## src/rtl/mem_bus_arb.sv

```systemverilog
// -----------------------------------------------------------------------------
// mem_bus_arb
//
// Purpose:
//   Shares one downstream memory bus between the instruction-fetch port (IF)
//   and the data-access port (MEM). MEM has fixed priority, but a starvation
//   guard hands the bus to IF after STARVE_LIMIT consecutive MEM completions
//   while IF was waiting. One transaction is in flight at a time. The grant is
//   held in a small FSM, and ready/read-data/response are routed back only to
//   the granted requester.
//
// Handshake (all three interfaces):
//   A requester raises x_valid_i with stable address/size/data and holds it
//   until x_ready_o. x_ready_o is a single-cycle pulse that is combinationally
//   equal to bus_valid_o && bus_ready_i while x is granted. Read data and
//   response are only meaningful in that pulse cycle. If a requester drops
//   valid before completion, the request is abandoned: bus_valid_o falls in
//   the same cycle and no ready pulse is produced. bus_ready_i is ignored
//   whenever bus_valid_o is low.
//
// Ports:
//   clk, rst                      clock, asynchronous active-low reset
//   if_valid_i/addr/size          IF request (always a read)
//   if_ready_o/data_read/resp     IF completion
//   dm_valid_i/req/addr/size/data MEM request (req: 1 write, 0 read)
//   dm_ready_o/data_read/resp     MEM completion
//   bus_*                         downstream memory bus
//   arb_grant_o                   00 none, 01 IF, 10 MEM (state decode)
//   arb_busy_o                    high whenever the FSM is not IDLE
// -----------------------------------------------------------------------------
module mem_bus_arb #(
    parameter int STARVE_LIMIT = 4,
    parameter int CNT_W        = 3
) (
    input  logic        clk,
    input  logic        rst,

    input  logic        if_valid_i,
    input  logic [63:0] if_addr_i,
    input  logic [1:0]  if_size_i,
    output logic        if_ready_o,
    output logic [63:0] if_data_read_o,
    output logic [1:0]  if_resp_o,

    input  logic        dm_valid_i,
    input  logic        dm_req_i,
    input  logic [63:0] dm_addr_i,
    input  logic [1:0]  dm_size_i,
    input  logic [63:0] dm_data_write_i,
    output logic        dm_ready_o,
    output logic [63:0] dm_data_read_o,
    output logic [1:0]  dm_resp_o,

    output logic        bus_valid_o,
    input  logic        bus_ready_i,
    output logic        bus_req_o,
    output logic [63:0] bus_addr_o,
    output logic [1:0]  bus_size_o,
    output logic [63:0] bus_data_write_o,
    input  logic [63:0] bus_data_read_i,
    input  logic [1:0]  bus_resp_i,

    output logic [1:0]  arb_grant_o,
    output logic        arb_busy_o
);

    typedef enum logic [1:0] {
        IDLE   = 2'd0,
        GNT_IF = 2'd1,
        GNT_DM = 2'd2
    } state_t;

    localparam logic [CNT_W-1:0] LP_LIMIT = CNT_W'(STARVE_LIMIT);
    localparam logic [CNT_W-1:0] LP_ONE   = CNT_W'(1);

    state_t           r_state;
    state_t           w_state_nxt;
    logic [CNT_W-1:0] r_cnt;
    logic [CNT_W-1:0] w_cnt_nxt;
    logic             w_cnt_below;
    logic             w_dm_done;
    logic             w_enter_if;

    assign w_cnt_below = (r_cnt < LP_LIMIT);

    // Next-state and all bus/requester outputs. Everything defaults to zero so
    // IDLE and the non-granted port read as quiet.
    always_comb begin
        w_state_nxt      = r_state;
        w_dm_done        = 1'b0;
        bus_valid_o      = 1'b0;
        bus_req_o        = 1'b0;
        bus_addr_o       = 64'h0;
        bus_size_o       = 2'b00;
        bus_data_write_o = 64'h0;
        if_ready_o       = 1'b0;
        if_data_read_o   = 64'h0;
        if_resp_o        = 2'b00;
        dm_ready_o       = 1'b0;
        dm_data_read_o   = 64'h0;
        dm_resp_o        = 2'b00;

        case (r_state)
            IDLE: begin
                // MEM wins unless IF is waiting and the guard has saturated.
                if (dm_valid_i && (!if_valid_i || w_cnt_below)) begin
                    w_state_nxt = GNT_DM;
                end else if (if_valid_i) begin
                    w_state_nxt = GNT_IF;
                end
            end

            GNT_IF: begin
                bus_valid_o = if_valid_i;
                bus_addr_o  = if_addr_i;
                bus_size_o  = if_size_i;
                if (!if_valid_i) begin
                    // Flushed before completion: abandon without a pulse.
                    w_state_nxt = IDLE;
                end else if (bus_ready_i) begin
                    if_ready_o     = 1'b1;
                    if_data_read_o = bus_data_read_i;
                    if_resp_o      = bus_resp_i;
                    w_state_nxt    = IDLE;
                end
            end

            GNT_DM: begin
                bus_valid_o      = dm_valid_i;
                bus_req_o        = dm_req_i;
                bus_addr_o       = dm_addr_i;
                bus_size_o       = dm_size_i;
                bus_data_write_o = dm_data_write_i;
                if (!dm_valid_i) begin
                    w_state_nxt = IDLE;
                end else if (bus_ready_i) begin
                    dm_ready_o     = 1'b1;
                    dm_data_read_o = bus_data_read_i;
                    dm_resp_o      = bus_resp_i;
                    w_dm_done      = 1'b1;
                    w_state_nxt    = IDLE;
                end
            end

            default: begin
                w_state_nxt = IDLE;
            end
        endcase
    end

    assign w_enter_if = (r_state == IDLE) && (w_state_nxt == GNT_IF);

    // Starvation counter: counts MEM completions that happened while IF was
    // waiting. Any cycle without an IF request, or handing the bus to IF,
    // starts the count over.
    always_comb begin
        w_cnt_nxt = r_cnt;
        if (!if_valid_i || w_enter_if) begin
            w_cnt_nxt = '0;
        end else if (w_dm_done && w_cnt_below) begin
            w_cnt_nxt = r_cnt + LP_ONE;
        end
    end

    always_ff @(posedge clk or negedge rst) begin
        if (!rst) begin
            r_state <= IDLE;
            r_cnt   <= '0;
        end else begin
            r_state <= w_state_nxt;
            r_cnt   <= w_cnt_nxt;
        end
    end

    assign arb_grant_o = {(r_state == GNT_DM), (r_state == GNT_IF)};
    assign arb_busy_o  = (r_state != IDLE);

endmodule

```

## config.mk

```make
export PLATFORM = sky130hd
export DESIGN_NAME = mem_bus_arb
export DESIGN_NICKNAME = d
export VERILOG_FILES = /design/src/rtl/mem_bus_arb.sv
export SDC_FILE = /design/constraint.sdc
export NUM_CORES = 1
export LEC_CHECK = 0
export ABC_AREA = 0
export ABC_CLOCK_PERIOD_IN_PS = 3500
export BUFFER_PORTS_ARGS = -buffer_cell sky130_fd_sc_hd__buf_2
export CORE_AREA = 2 2 209 211
export DETAILED_ROUTE_END_ITERATION = 8
export DIE_AREA = 0 0 211 213
export PLACE_DENSITY = 0.37
export SLEW_MARGIN = 20
export SYNTH_ARGS = -nofsm -noshare
export SYNTH_HDL_FRONTEND = slang
export SYNTH_SLANG_ARGS = --single-unit
```

## constraint.sdc

```tcl
create_clock -name clk -period 3.5 [get_ports clk]
set_input_delay 0.7 -clock clk [delete_from_list [all_inputs] [get_ports clk]]
set_output_delay 0.7 -clock clk [all_outputs]
set_load 0.02 [all_outputs]
```

Word-level counts from Yosys, hierarchy flattened
Cells that the tools add are included.
- register bits after elaboration: 5
- latch bits: 0
- memory bits (writable): 0
- bits in read-only memories: 0
- input bits: 268
- memories kept: 0
- $add $sub $neg: 1
- multipliers: 0
- divide/modulo/power cells: 0
- $lt $le $gt $ge: 1
- equal/unequal tests: 3
- shift-type cells: 0
- mux-type cells: 28
- bitwise gates (word level): 0
- reduce and logical (&&, ||, !) cells: 9
- operator list (cell ; number):
    64-bit 2-to-1 mux ; 6
    64-bit case mux with 2 select lines ; 1
    2-bit 2-to-1 mux ; 10
    1-bit 2-to-1 mux ; 6
    3-bit 2-to-1 mux ; 2
    2-bit case mux with 3 select lines ; 1
    2-bit by 1-bit == test with 1-bit output (second input constant) ; 2
    2-bit case mux with 2 select lines ; 1
    2-bit nonzero test ; 2
    3-bit by 1-bit adder with 3-bit output (second input constant) ; 1
    1-bit logical AND ; 3
    3-bit less-than comparator (second input constant) ; 1
    2-bit == test (second input constant) ; 1
    2-bit zero test ; 1
    1-bit logical OR ; 2
    1-bit case mux with 2 select lines ; 1
    1-bit zero test ; 1

Depth between registers and ports, before layout
Gate-level depths: netlist of run 1.
- word-level depth: 9
- gate-level depth with buffers: 8
- mapped depth without buffers: 6

Least setup slack after synthesis of run 1
OpenSTA, ideal clock, no wires.
- kind: flip-flop to output port
- start point: register r_state[0]
- end point: output port bus_addr_o[0]
- arrival: 1948 ps
- required time: 2800 ps
- path slack: 852 ps
- cell stages (with the launch flop): 8
- path buffers: 3
- cells stage by stage: dfrtp_1 inv_1 ha_1 buf_2 clkbuf_1 clkbuf_1 a22oi_1 nor2b_1
- longest elaborated chain between the ends: 2
- elaborated cells on any way between the ends: 3
- classes of those cells: eq/ne (2); mux (1)
- ends and longest elaborated chain (what ; RTL line ; text):
    from (decl) ; 76 ; state_t r_state;
    from (signal assigned) ; 170 ; r_state <= w_state_nxt;
    2-bit == test ; n/a ;
    net arb_grant_o[1] ; 63 ; output logic [1:0] arb_grant_o,
    64-bit case mux with 2 select lines ; 103 ; case (r_state)
    to (decl) ; 57 ; output logic [63:0] bus_addr_o,
The timed path passes the listed nets, and every way through them passes these cells.

Worst setup path after layout of run 1
- start point: register r_state[1]
- end point: output port if_resp_o[1]
- longest elaborated chain between the ends: 2
- ends and longest elaborated chain (what ; RTL line ; text):
    2-bit by 1-bit == test with 1-bit output ; 103 ;
    2-bit 2-to-1 mux ; 103 ;
    to (decl) ; 43 ; output logic [1:0] if_resp_o,
Every way passes these cells.

==> out/qor.json, run 1 <==
{
  "timing": {
    "rsz0062_at_grt": "no",
    "setup_skew_ns": 0.000724,
    "max_slew_violation_total_from_the_final_report": 0,
    "max_freq_ghz": 0.346,
    "worst_slew_pin_slew_ns": 0.541,
    "period_needed_ns": 2.89,
    "setup_tns_after_final_layout_ns": 0,
    "setup_viol": 0,
    "layout_worst_path_cycle_share_pct": 82.5,
    "timing.slew.headroom_pct": 63.9,
    "final_hold_viol_count": 0
  },
  "synthesis": {
    "yosys.cell_types.count": 28,
    "synth_largest_type_area_fraction_pct": 45.7,
    "post_synth_xor_area_fraction_pct": 0.325,
    "number_of_enable_flip_flop_cells_after_synthesis": 0,
    "mappedNetlistArea_mm2": 0.00270,
    "synthSimpleGateAreaFrac_pct": 64.2,
    "synth_top_family_by_area": "simple AND/OR/NAND/NOR gates",
    "synth-compound-area-share_pct": 21.5,
    "synth.top_cells.by_area": "and2_1, a22oi_1, nor2b_1",
    "library_cell_with_the_highest_instance_count_after_synthesis": "and2_1",
    "synth_flop_cell": "dfrtp_1",
    "synth.ff_latch_count": 5,
    "ys_seq_area_share_pct": 4.64,
    "synth_fa_ha_area_share_pct": 2.32,
    "post_synth.cell_area_avg_um2": 6.58,
    "synth.largest_area_cell": "and2_1",
    "yosysWarnings": 0,
    "syn_inst": 410,
    "synth_fp_nets": 683,
    "postSynth.asyncResetShare_pct": 100,
    "synth.cells.most_frequent": "and2_1, a22oi_1, nor2b_1, clkbuf_1",
    "muxShareOfSynthArea_pct": 0.371
  },
  "route": {
    "dr.pass1.iters": 6,
    "drt_drc_violations_left": 0,
    "total_wire_length_after_detailed_routing_um": 18600,
    "viasPerCell": 3.31,
    "routed_wire_length_per_instance_um": 12.8,
    "postRouteAntennaNets": 0,
    "routed-via-count": 4822,
    "1st_iter_drt_viols": 197
  },
  "floorplan": {
    "io-pin-count": 537,
    "design.core.area_mm2": 0.0427,
    "start_util_pct": 6.32,
    "dieHeight_um": 213,
    "die_width_um": 211,
    "rows": 76,
    "fp.dieArea_mm2": 0.0449
  },
  "cts": {
    "clock_tree.htree_level_count": 1,
    "tritoncts_num_sinks": 5,
    "insertion_delay_ns": 0.23,
    "cts_post_setup_buffers_inserted": 0,
    "hold_buffer_count_at_cts": 0,
    "cts_inserted_buffers": 3,
    "buffer_depth_of_the_longest_clock_path": 2,
    "clock-root-buffer": "clkbuf_16",
    "cts_tree": "built",
    "worst_setup_hold_path_clk_slew_ns": 0.03,
    "post_cts_resize_count": 0
  },
  "global_routing": {
    "vias_in_the_first_global_route": 4235,
    "grt_overflow": 0,
    "number_of_antenna_violations_at_the_first_check_in_global_routing": 3,
    "grt_pass1_wl_um": 24700,
    "grt_max_degree": 135,
    "track_usage_pct": 7.27
  },
  "pwr": {
    "power.share.clock_pct": 6.4,
    "powerDensity_mw_per_mm2": 495,
    "switching_portion_of_total_power_pct": 58.5,
    "power.switching_mw": 1.76,
    "seq_power_share_pct": 2.8,
    "worst_ir_drop_vdd_mv": 0.334,
    "power.share.combinational_pct": 90.8,
    "leakagePower_nw": 3.54,
    "p_int_mw": 1.25,
    "power_mw": 3.00
  },
  "cells_and_area": {
    "area.sequential_um2": 125,
    "drive_gt1_share_pct": 60.6,
    "number_of_fill_cells": 4942,
    "multiInputGateArea_mm2": 0.00241,
    "layoutNonFillerInstCount": 1458,
    "layout.nets": 1185,
    "area_growth_syn_to_layout_pct": 125
  },
  "placement": {
    "dp.final_hpwl_um": 15800,
    "routabilityCongestion": 0.876,
    "numPlacedInstances": 1453,
    "port_buffers": 536
  },
  "critical_path": {
    "timing.critical_path.to_type": "primary output",
    "worstPathRequired_ns": 2.80,
    "crit_arrival_ns": 2.19,
    "setup.worst_path.start_class": "register",
    "setup.worst_path.class": "reg2out",
    "critical_path_peak_fanout": 68
  },
  "hold_path": {
    "worst_hold_path_type": "in2async"
  },
  "outcome": {
    "outcome": "finished, final reports clean"
  },
  "flow_run": {
    "max-cap-violations": 0
  }
}
-- worst max-delay path, cell delays in order (launching register included) --
cell     delay, ns
dfrtp_1       0.44
inv_1         0.13
ha_2          0.34
and3_2        0.22
buf_4         0.43
and2_1        0.21
buf_2         0.18
-- kinds of logic after synthesis --
kind of cell    after synthesis
flops                         5
mux                           1
simple gates                277
buf+inv                      47
fa+ha+maj                     5
xor+xnor                      1
compound gates               74
-- metrics by stage --
step / setup slack, ns / util [%] / area [um^2] / hold WS (ns)
floorplan: 0.852 / - / 2700 / 0.404
global placement: 0.784 / 14.0 / 5990 / 0.533
detailed placement: 0.797 / 14.0 / 5990 / 0.532
CTS: 0.549 / 14.2 / 6070 / 0.287
global route: 0.462 / 14.2 / 6070 / 0.293
finish: 0.612 / 14.2 / 6070 / 0.288
-- power by group through the flow --
stage	sequential [mW]	clock, mW	combinational, mW
after global placement	0.0852	0	2.78
after global routing	0.0857	0.201	2.94
after floorplan	0.0791	0	1.75
after CTS	0.0845	0.196	2.77
final	0.0846	0.192	2.73
after detailed placement	0.0857	0	2.75
-- state kept, by name (all words and copies together) (netlist names) --
register,cells
r_state,2
r_cnt,3
-- cell usage in the layout, fill, tap and decap left out --
master | netlist | final
buf_2 | 1 | 536
and2_1 | 197 | 197
a22oi_1 | 66 | 66
nor2b_1 | 66 | 66
dfrtp_1 | 5 | 5
inv_1 | 3 | 3
nand2_1 | 3 | 3
clkbuf_16 | 0 | 3
buf_12 | 0 | 3
and3_2 | 0 | 2
and2b_1 | 2 | 2
nor2_1 | 2 | 2
nor3b_1 | 2 | 2
ha_2 | 0 | 2
ha_1 | 5 | 2
buf_4 | 0 | 2
diode_2 | 0 | 1
o21bai_1 | 1 | 1
a211o_1 | 1 | 1
a22oi_2 | 1 | 1
or4_4 | 1 | 1
o22ai_1 | 1 | 1
a32oi_1 | 1 | 1
o21a_1 | 1 | 1
nor3_1 | 1 | 1
a2111oi_4 | 1 | 1
nand4b_1 | 1 | 1
xnor2_1 | 1 | 1
a21oi_1 | 1 | 1
mux2i_1 | 1 | 1
ha_4 | 0 | 1
clkbuf_1 | 40 | 1
-- area by class of cell --
type	count	share of cell area, %
timing repair buffer	541	45.4
clock buffer	4	1.30
tap	546	11.3
multi-input combinational	358	39.7
inverter	3	0.185
antenna	1	0.0412
sequential	5	2.06
-- path summary, 6_finish.rpt --
path                                 to  depth (start not counted)  slack (ns)        from
max                        if_resp_o[1]                          6        0.61  r_state[1]
min                            r_cnt[1]                          1        0.29         rst
max reg2reg                    r_cnt[2]                          7        0.97  r_state[1]
min reg2reg                    r_cnt[0]                          3        0.56    r_cnt[0]
max in group asynchronous      r_cnt[2]                          1        3.07         rst
min in group clk               r_cnt[0]                          3        0.56    r_cnt[0]
-- routing by layer --
metal / routed length [um] / track usage (%)
met3: 1230 / 0.780
met5: 0 / 0
met2: 10000 / 14.8
met4: 210 / 1.89
met1: 7140 / 7.84
(Power assumes the default switching activity.)
==> run 2: changes to the inputs <==
--- a/config.mk
+++ b/config.mk
@@ -6,12 +6,12 @@
 export NUM_CORES = 1
 export LEC_CHECK = 0
 export ABC_AREA = 0
-export ABC_CLOCK_PERIOD_IN_PS = 3500
+export ABC_CLOCK_PERIOD_IN_PS = 2400
 export BUFFER_PORTS_ARGS = -buffer_cell sky130_fd_sc_hd__buf_2
-export CORE_AREA = 2 2 209 211
+export CORE_AREA = 2 2 211 213
 export DETAILED_ROUTE_END_ITERATION = 8
-export DIE_AREA = 0 0 211 213
-export PLACE_DENSITY = 0.37
+export DIE_AREA = 0 0 213 215
+export PLACE_DENSITY = 0.38
 export SLEW_MARGIN = 20
 export SYNTH_ARGS = -nofsm -noshare
 export SYNTH_HDL_FRONTEND = slang
==> constraint.sdc (replaced) <==
create_clock -name clk -period 2.4 [get_ports clk]
set_input_delay 0.48 -clock clk [delete_from_list [all_inputs] [get_ports clk]]
set_output_delay 0.48 -clock clk [all_outputs]
set_load 0.02 [all_outputs]
==> out/qor.json, run 2 (same netlist as run 1, synthesis figures left out) <==
{
  "cells_and_area": {
    "layoutNonFillerInstCount": 1524,
    "drive_gt1_share_pct": 64.0,
    "leading_cell_types_in_the_layout_fill_and_taps_excluded": "buf_2, and2_1, a22oi_1",
    "layout.nets": 1200,
    "mostFrequentLayoutCell": "buf_2",
    "area_growth_syn_to_layout_pct": 139,
    "register_with_the_most_flip_flops": "r_cnt",
    "reg.largest.list": "r_cnt (3), r_state (2)",
    "flip_flop_count_of_the_largest_register_all_copies_and_words_added": 3
  },
  "flow_run": {
    "max-cap-violations": 0
  },
  "timing": {
    "whs_ns": 0.0629,
    "setup_viol": 0,
    "final_hold_viol_count": 0,
    "max_slew_violation_total_from_the_final_report": 0,
    "period_needed_ns": 2.35,
    "layout_worst_path_cycle_share_pct": 97.8,
    "timing.final.ws_setup_ns": 0.0528,
    "setup_skew_ns": 0.000322,
    "timing.slew.headroom_pct": 73.0,
    "max_freq_ghz": 0.426,
    "worst_slew_pin_slew_ns": 0.406
  },
  "floorplan": {
    "design.core.area_mm2": 0.0436,
    "fp.dieArea_mm2": 0.0458,
    "io-pin-count": 537,
    "die_width_um": 213,
    "start_util_pct": 6.18,
    "rows": 77,
    "dieHeight_um": 215
  },
  "critical_path": {
    "rrSetupSlack_ns": 0.21,
    "setup.worst_path.class": "reg2out",
    "critical_path_peak_fanout": 34,
    "crit_path_cell_trace": "inv_2 > ha_4 > and3_4 > buf_12 > and2_1 > buf_2",
    "critPathMaxStageDelay_ns": 0.45,
    "worstPathRequired_ns": 1.92,
    "crit_arrival_ns": 1.87,
    "timing.critical_path.to_type": "primary output",
    "setup.worst_path.start_class": "register",
    "crit_slowest_cell": "dfrtp_1"
  },
  "cts": {
    "clock-root-buffer": "clkbuf_16",
    "cts_tree": "built",
    "insertion_delay_ns": 0.23,
    "buffer_depth_of_the_longest_clock_path": 2,
    "worst_setup_hold_path_clk_slew_ns": 0.03,
    "clock_tree.htree_level_count": 1,
    "cts_inserted_buffers": 3,
    "hold_buffer_count_at_cts": 0,
    "tritoncts_num_sinks": 5
  },
  "route": {
    "drt_drc_violations_left": 0,
    "total_wire_length_after_detailed_routing_um": 23000,
    "routed-via-count": 5048,
    "dr.pass1.iters": 6,
    "1st_iter_drt_viols": 112,
    "postRouteAntennaNets": 0,
    "routed_wire_length_per_instance_um": 15.1,
    "viasPerCell": 3.31
  },
  "pwr": {
    "p_int_mw": 2.09,
    "worst_ir_drop_vdd_mv": 0.330,
    "power.share.clock_pct": 5.9,
    "switching_portion_of_total_power_pct": 56.6,
    "power.share.combinational_pct": 91.4,
    "powerDensity_mw_per_mm2": 745,
    "power.switching_mw": 2.72,
    "power_mw": 4.81,
    "leakagePower_nw": 3.67,
    "seq_power_share_pct": 2.7
  },
  "global_routing": {
    "vias_in_the_first_global_route": 4723,
    "track_usage_pct": 8.36,
    "grt_max_degree": 69,
    "grt_pass1_wl_um": 28200,
    "grt_overflow": 0,
    "number_of_antenna_violations_at_the_first_check_in_global_routing": 7
  },
  "outcome": {
    "outcome": "finished, final reports clean"
  },
  "hold_path": {
    "worst_hold_path_type": "in2async"
  },
  "placement": {
    "dp_slack_ns": 0.0750,
    "port_buffers": 536,
    "dp.final_hpwl_um": 19000,
    "numPlacedInstances": 1507,
    "routabilityCongestion": 0.815
  }
}
## run 2: cell types whose count changed in the layout (fill, tap and decap cells not counted), sizes merged
cell    before  now
buf        541  552
diode        1    6
clkbuf       4    8
## run 2: timing repair
item	in CTS	in global routing
endpoints found under the setup margin	4	83
cloned	0	4
buffers inserted	0	3
gates resized for setup	3	9
## run 2: routing by layer
layer	global-route usage, %	wire (um)	share of wire, %
met1	8.52	8490	37
met4	2.89	692	3.0
met5	0	27	0.12
met2	17.2	12100	53
met3	0.745	1700	7.4
## run 2: power by group through the flow
stage | sequential, mW | combinational (mW) | clock, mW
floorplan | 0.115 | 2.62 | 0
global placement | 0.123 | 4.26 | 0
detailed placement | 0.125 | 4.20 | 0
CTS | 0.124 | 4.24 | 0.287
global route | 0.132 | 4.75 | 0.287
finish | 0.128 | 4.40 | 0.283
## run 2: critical path, delay by kind of cell, from the launching register on
kind                       cells  cell delay (ns)
buffers and inverters          3             0.50
DFF                            1             0.45
adders and majority gates      1             0.19
and+or+nand+nor                2             0.46
## run 2: worst paths after layout
| check | from | to | cells after the start |
|---|---|---|---|
| worst max-delay path | r_state[0] | dm_data_read_o[63] | 6 |
| worst min register to register | r_cnt[0] | r_cnt[0] | 3 |
| max in group asynchronous | rst | r_state[1] | 1 |
| min in group clk | r_cnt[0] | r_cnt[0] | 3 |
| worst max register to register | r_state[1] | r_cnt[2] | 7 |
| worst min-delay path | rst | r_cnt[1] | 1 |
## run 2: per-stage QoR
stage | setup TNS, ns | util, % | cell area, um^2
2_1_floorplan | 0 | - | 2750
3_3_place_gp | 0 | 14.2 | 6180
3_5_place_dp | 0 | 14.2 | 6180
4_1_cts | -0.00214 | 14.4 | 6270
5_1_grt | -0.0185 | 14.8 | 6450
6_report | 0 | 14.8 | 6450
## run 2: layout make-up
cell class	instances	area, um^2
fillers	5058	37200
repair buffers	556	2980
multi-input cells	358	2500
well taps	592	741
flip-flops and latches	5	126
clock buffers	4	78.8
diodes	6	15.0
inverters	3	11.3
==> run 3: changes to the inputs <==
--- a/config.mk
+++ b/config.mk
@@ -11,7 +11,7 @@
 export CORE_AREA = 2 2 211 213
 export DETAILED_ROUTE_END_ITERATION = 8
 export DIE_AREA = 0 0 213 215
-export PLACE_DENSITY = 0.38
+export PLACE_DENSITY_LB_ADDON = 0.15
 export SLEW_MARGIN = 20
 export SYNTH_ARGS = -nofsm -noshare
 export SYNTH_HDL_FRONTEND = slang
==> out/qor.json, run 3 (same netlist as run 1, synthesis figures left out) <==
{
  "critical_path": {
    "worstPathRequired_ns": 1.92,
    "crit_arrival_ns": 1.88,
    "crit_slowest_cell": "dfrtp_1",
    "setup.worst_path.start_class": "register",
    "setup.worst_path.class": "reg2out",
    "crit_path_cell_trace": "inv_2 > ha_4 > and3_2 > buf_12 > and2_1 > buf_2",
    "critPathMaxStageDelay_ns": 0.43,
    "critical_path_peak_fanout": 55,
    "timing.critical_path.to_type": "primary output"
  },
  "cts": {
    "clock_tree.htree_level_count": 1,
    "tritoncts_num_sinks": 5,
    "cts_tree": "built",
    "clock-root-buffer": "clkbuf_16",
    "insertion_delay_ns": 0.22,
    "worst_setup_hold_path_clk_slew_ns": 0.03,
    "cts_inserted_buffers": 3,
    "buffer_depth_of_the_longest_clock_path": 2
  },
  "placement": {
    "routabilityCongestion": 0.812,
    "placed_cell_area_mm2": 0.00621,
    "port_buffers": 536,
    "dp_slack_ns": 0.241,
    "dp.final_hpwl_um": 16800,
    "numPlacedInstances": 1509
  },
  "cells_and_area": {
    "leading_cell_types_in_the_layout_fill_and_taps_excluded": "buf_2, and2_1, a22oi_1",
    "mostFrequentLayoutCell": "buf_2",
    "layout.nets": 1199,
    "reg.largest.list": "r_cnt (3), r_state (2)",
    "flip_flop_count_of_the_largest_register_all_copies_and_words_added": 3,
    "register_with_the_most_flip_flops": "r_cnt",
    "drive_gt1_share_pct": 63.6,
    "final_core_util_pct": 14.6,
    "area_growth_syn_to_layout_pct": 137,
    "layoutNonFillerInstCount": 1518,
    "postLayoutCellArea_mm2": 0.00639
  },
  "timing": {
    "max_slew_violation_total_from_the_final_report": 0,
    "final_hold_viol_count": 0,
    "timing.final.ws_setup_ns": 0.0402,
    "setup_skew_ns": 0.000777,
    "rsz0062_at_grt": "yes",
    "layout_worst_path_cycle_share_pct": 98.3,
    "max_freq_ghz": 0.424,
    "timing.slew.headroom_pct": 72.3,
    "period_needed_ns": 2.36,
    "worst_slew_pin_slew_ns": 0.415,
    "setup_viol": 0
  },
  "floorplan": {
    "rows": 77,
    "die_width_um": 213,
    "design.core.area_mm2": 0.0436,
    "io-pin-count": 537,
    "fp.dieArea_mm2": 0.0458,
    "start_util_pct": 6.18,
    "dieHeight_um": 215
  },
  "global_routing": {
    "grt_pass1_wl_um": 25500,
    "track_usage_pct": 7.25,
    "grt_overflow": 0,
    "grt_max_degree": 68,
    "vias_in_the_first_global_route": 4542,
    "number_of_antenna_violations_at_the_first_check_in_global_routing": 5
  },
  "pwr": {
    "power.share.clock_pct": 5.7,
    "p_int_mw": 2.06,
    "power_mw": 4.70,
    "leakagePower_nw": 3.66,
    "worst_ir_drop_vdd_mv": 0.265,
    "power.switching_mw": 2.64,
    "switching_portion_of_total_power_pct": 56.2,
    "power.share.combinational_pct": 91.6,
    "seq_power_share_pct": 2.7,
    "powerDensity_mw_per_mm2": 736
  },
  "route": {
    "total_wire_length_after_detailed_routing_um": 20000,
    "routed_wire_length_per_instance_um": 13.2,
    "routed-via-count": 4929,
    "drt_drc_violations_left": 0,
    "dr.pass1.iters": 4,
    "viasPerCell": 3.25,
    "postRouteAntennaNets": 0,
    "1st_iter_drt_viols": 133
  },
  "flow_run": {
    "max-cap-violations": 0
  },
  "hold_path": {
    "worst_hold_path_type": "in2async"
  },
  "outcome": {
    "outcome": "finished, final reports clean"
  }
}
run 3: metal layers:
metal / global-route usage [%] / up-vias / wire (um)
met4: 1.19 / 8 / 261
met1: 6.92 / 2200 / 6920
met2: 15.6 / 324 / 10900
met3: 1.40 / 16 / 1860
li1: - / 2381 / -
met5: 0 / - / 57
run 3: what timing repair did:
action	CTS	global route
gates cloned	0	2
gates resized for setup	0	7
pin swaps	0	0
setup buffers	0	2
endpoints found under the setup margin	2	181
hold buffers	0	0
run 3: worst paths after layout:
path,startpoint,endpoint,slack (ns),cells past startpoint
worst min register to register,r_cnt[0],r_cnt[0],0.57,3
min in group clk,r_cnt[0],r_cnt[0],0.57,3
max in group asynchronous,rst,r_cnt[2],2.18,1
worst max register to register,r_state[1],r_cnt[1],0.32,7
worst max-delay path,r_state[0],dm_data_read_o[48],0.04,6
worst min-delay path,rst,r_state[0],0.08,1
run 3: worst max-delay path, delay by kind of cell (launching register included):
| kind | cells | cell delay, ns |
|---|---|---|
| adders and majority gates | 1 | 0.18 |
| buffers and inverters | 3 | 0.53 |
| DFF | 1 | 0.43 |
| and+or+nand+nor | 2 | 0.47 |
run 3: stage by stage:
stage	hold WS, ns	TNS, ns
2_1_floorplan	0.184	0
3_3_place_gp	0.314	0
3_5_place_dp	0.310	0
4_1_cts	0.0736	-0.00888
5_1_grt	0.0773	-1.87
6_report	0.0770	0
run 3: power groups by stage:
stage | sequential, mW | combinational [mW] | clock, mW
2_1_floorplan | 0.115 | 2.62 | 0
3_3_place_gp | 0.125 | 4.32 | 0
3_5_place_dp | 0.124 | 4.25 | 0
4_1_cts | 0.123 | 4.27 | 0.274
5_1_grt | 0.131 | 4.65 | 0.283
6_report | 0.127 | 4.31 | 0.270
run 3: final cells by class:
type	count	area (um^2)
clock buffer	4	78.8
sequential	5	125
inverter	3	11.3
timing repair buffer	555	2950
multi-input combinational	358	2490
fill	5114	37300
tap	592	741
antenna	1	2.50
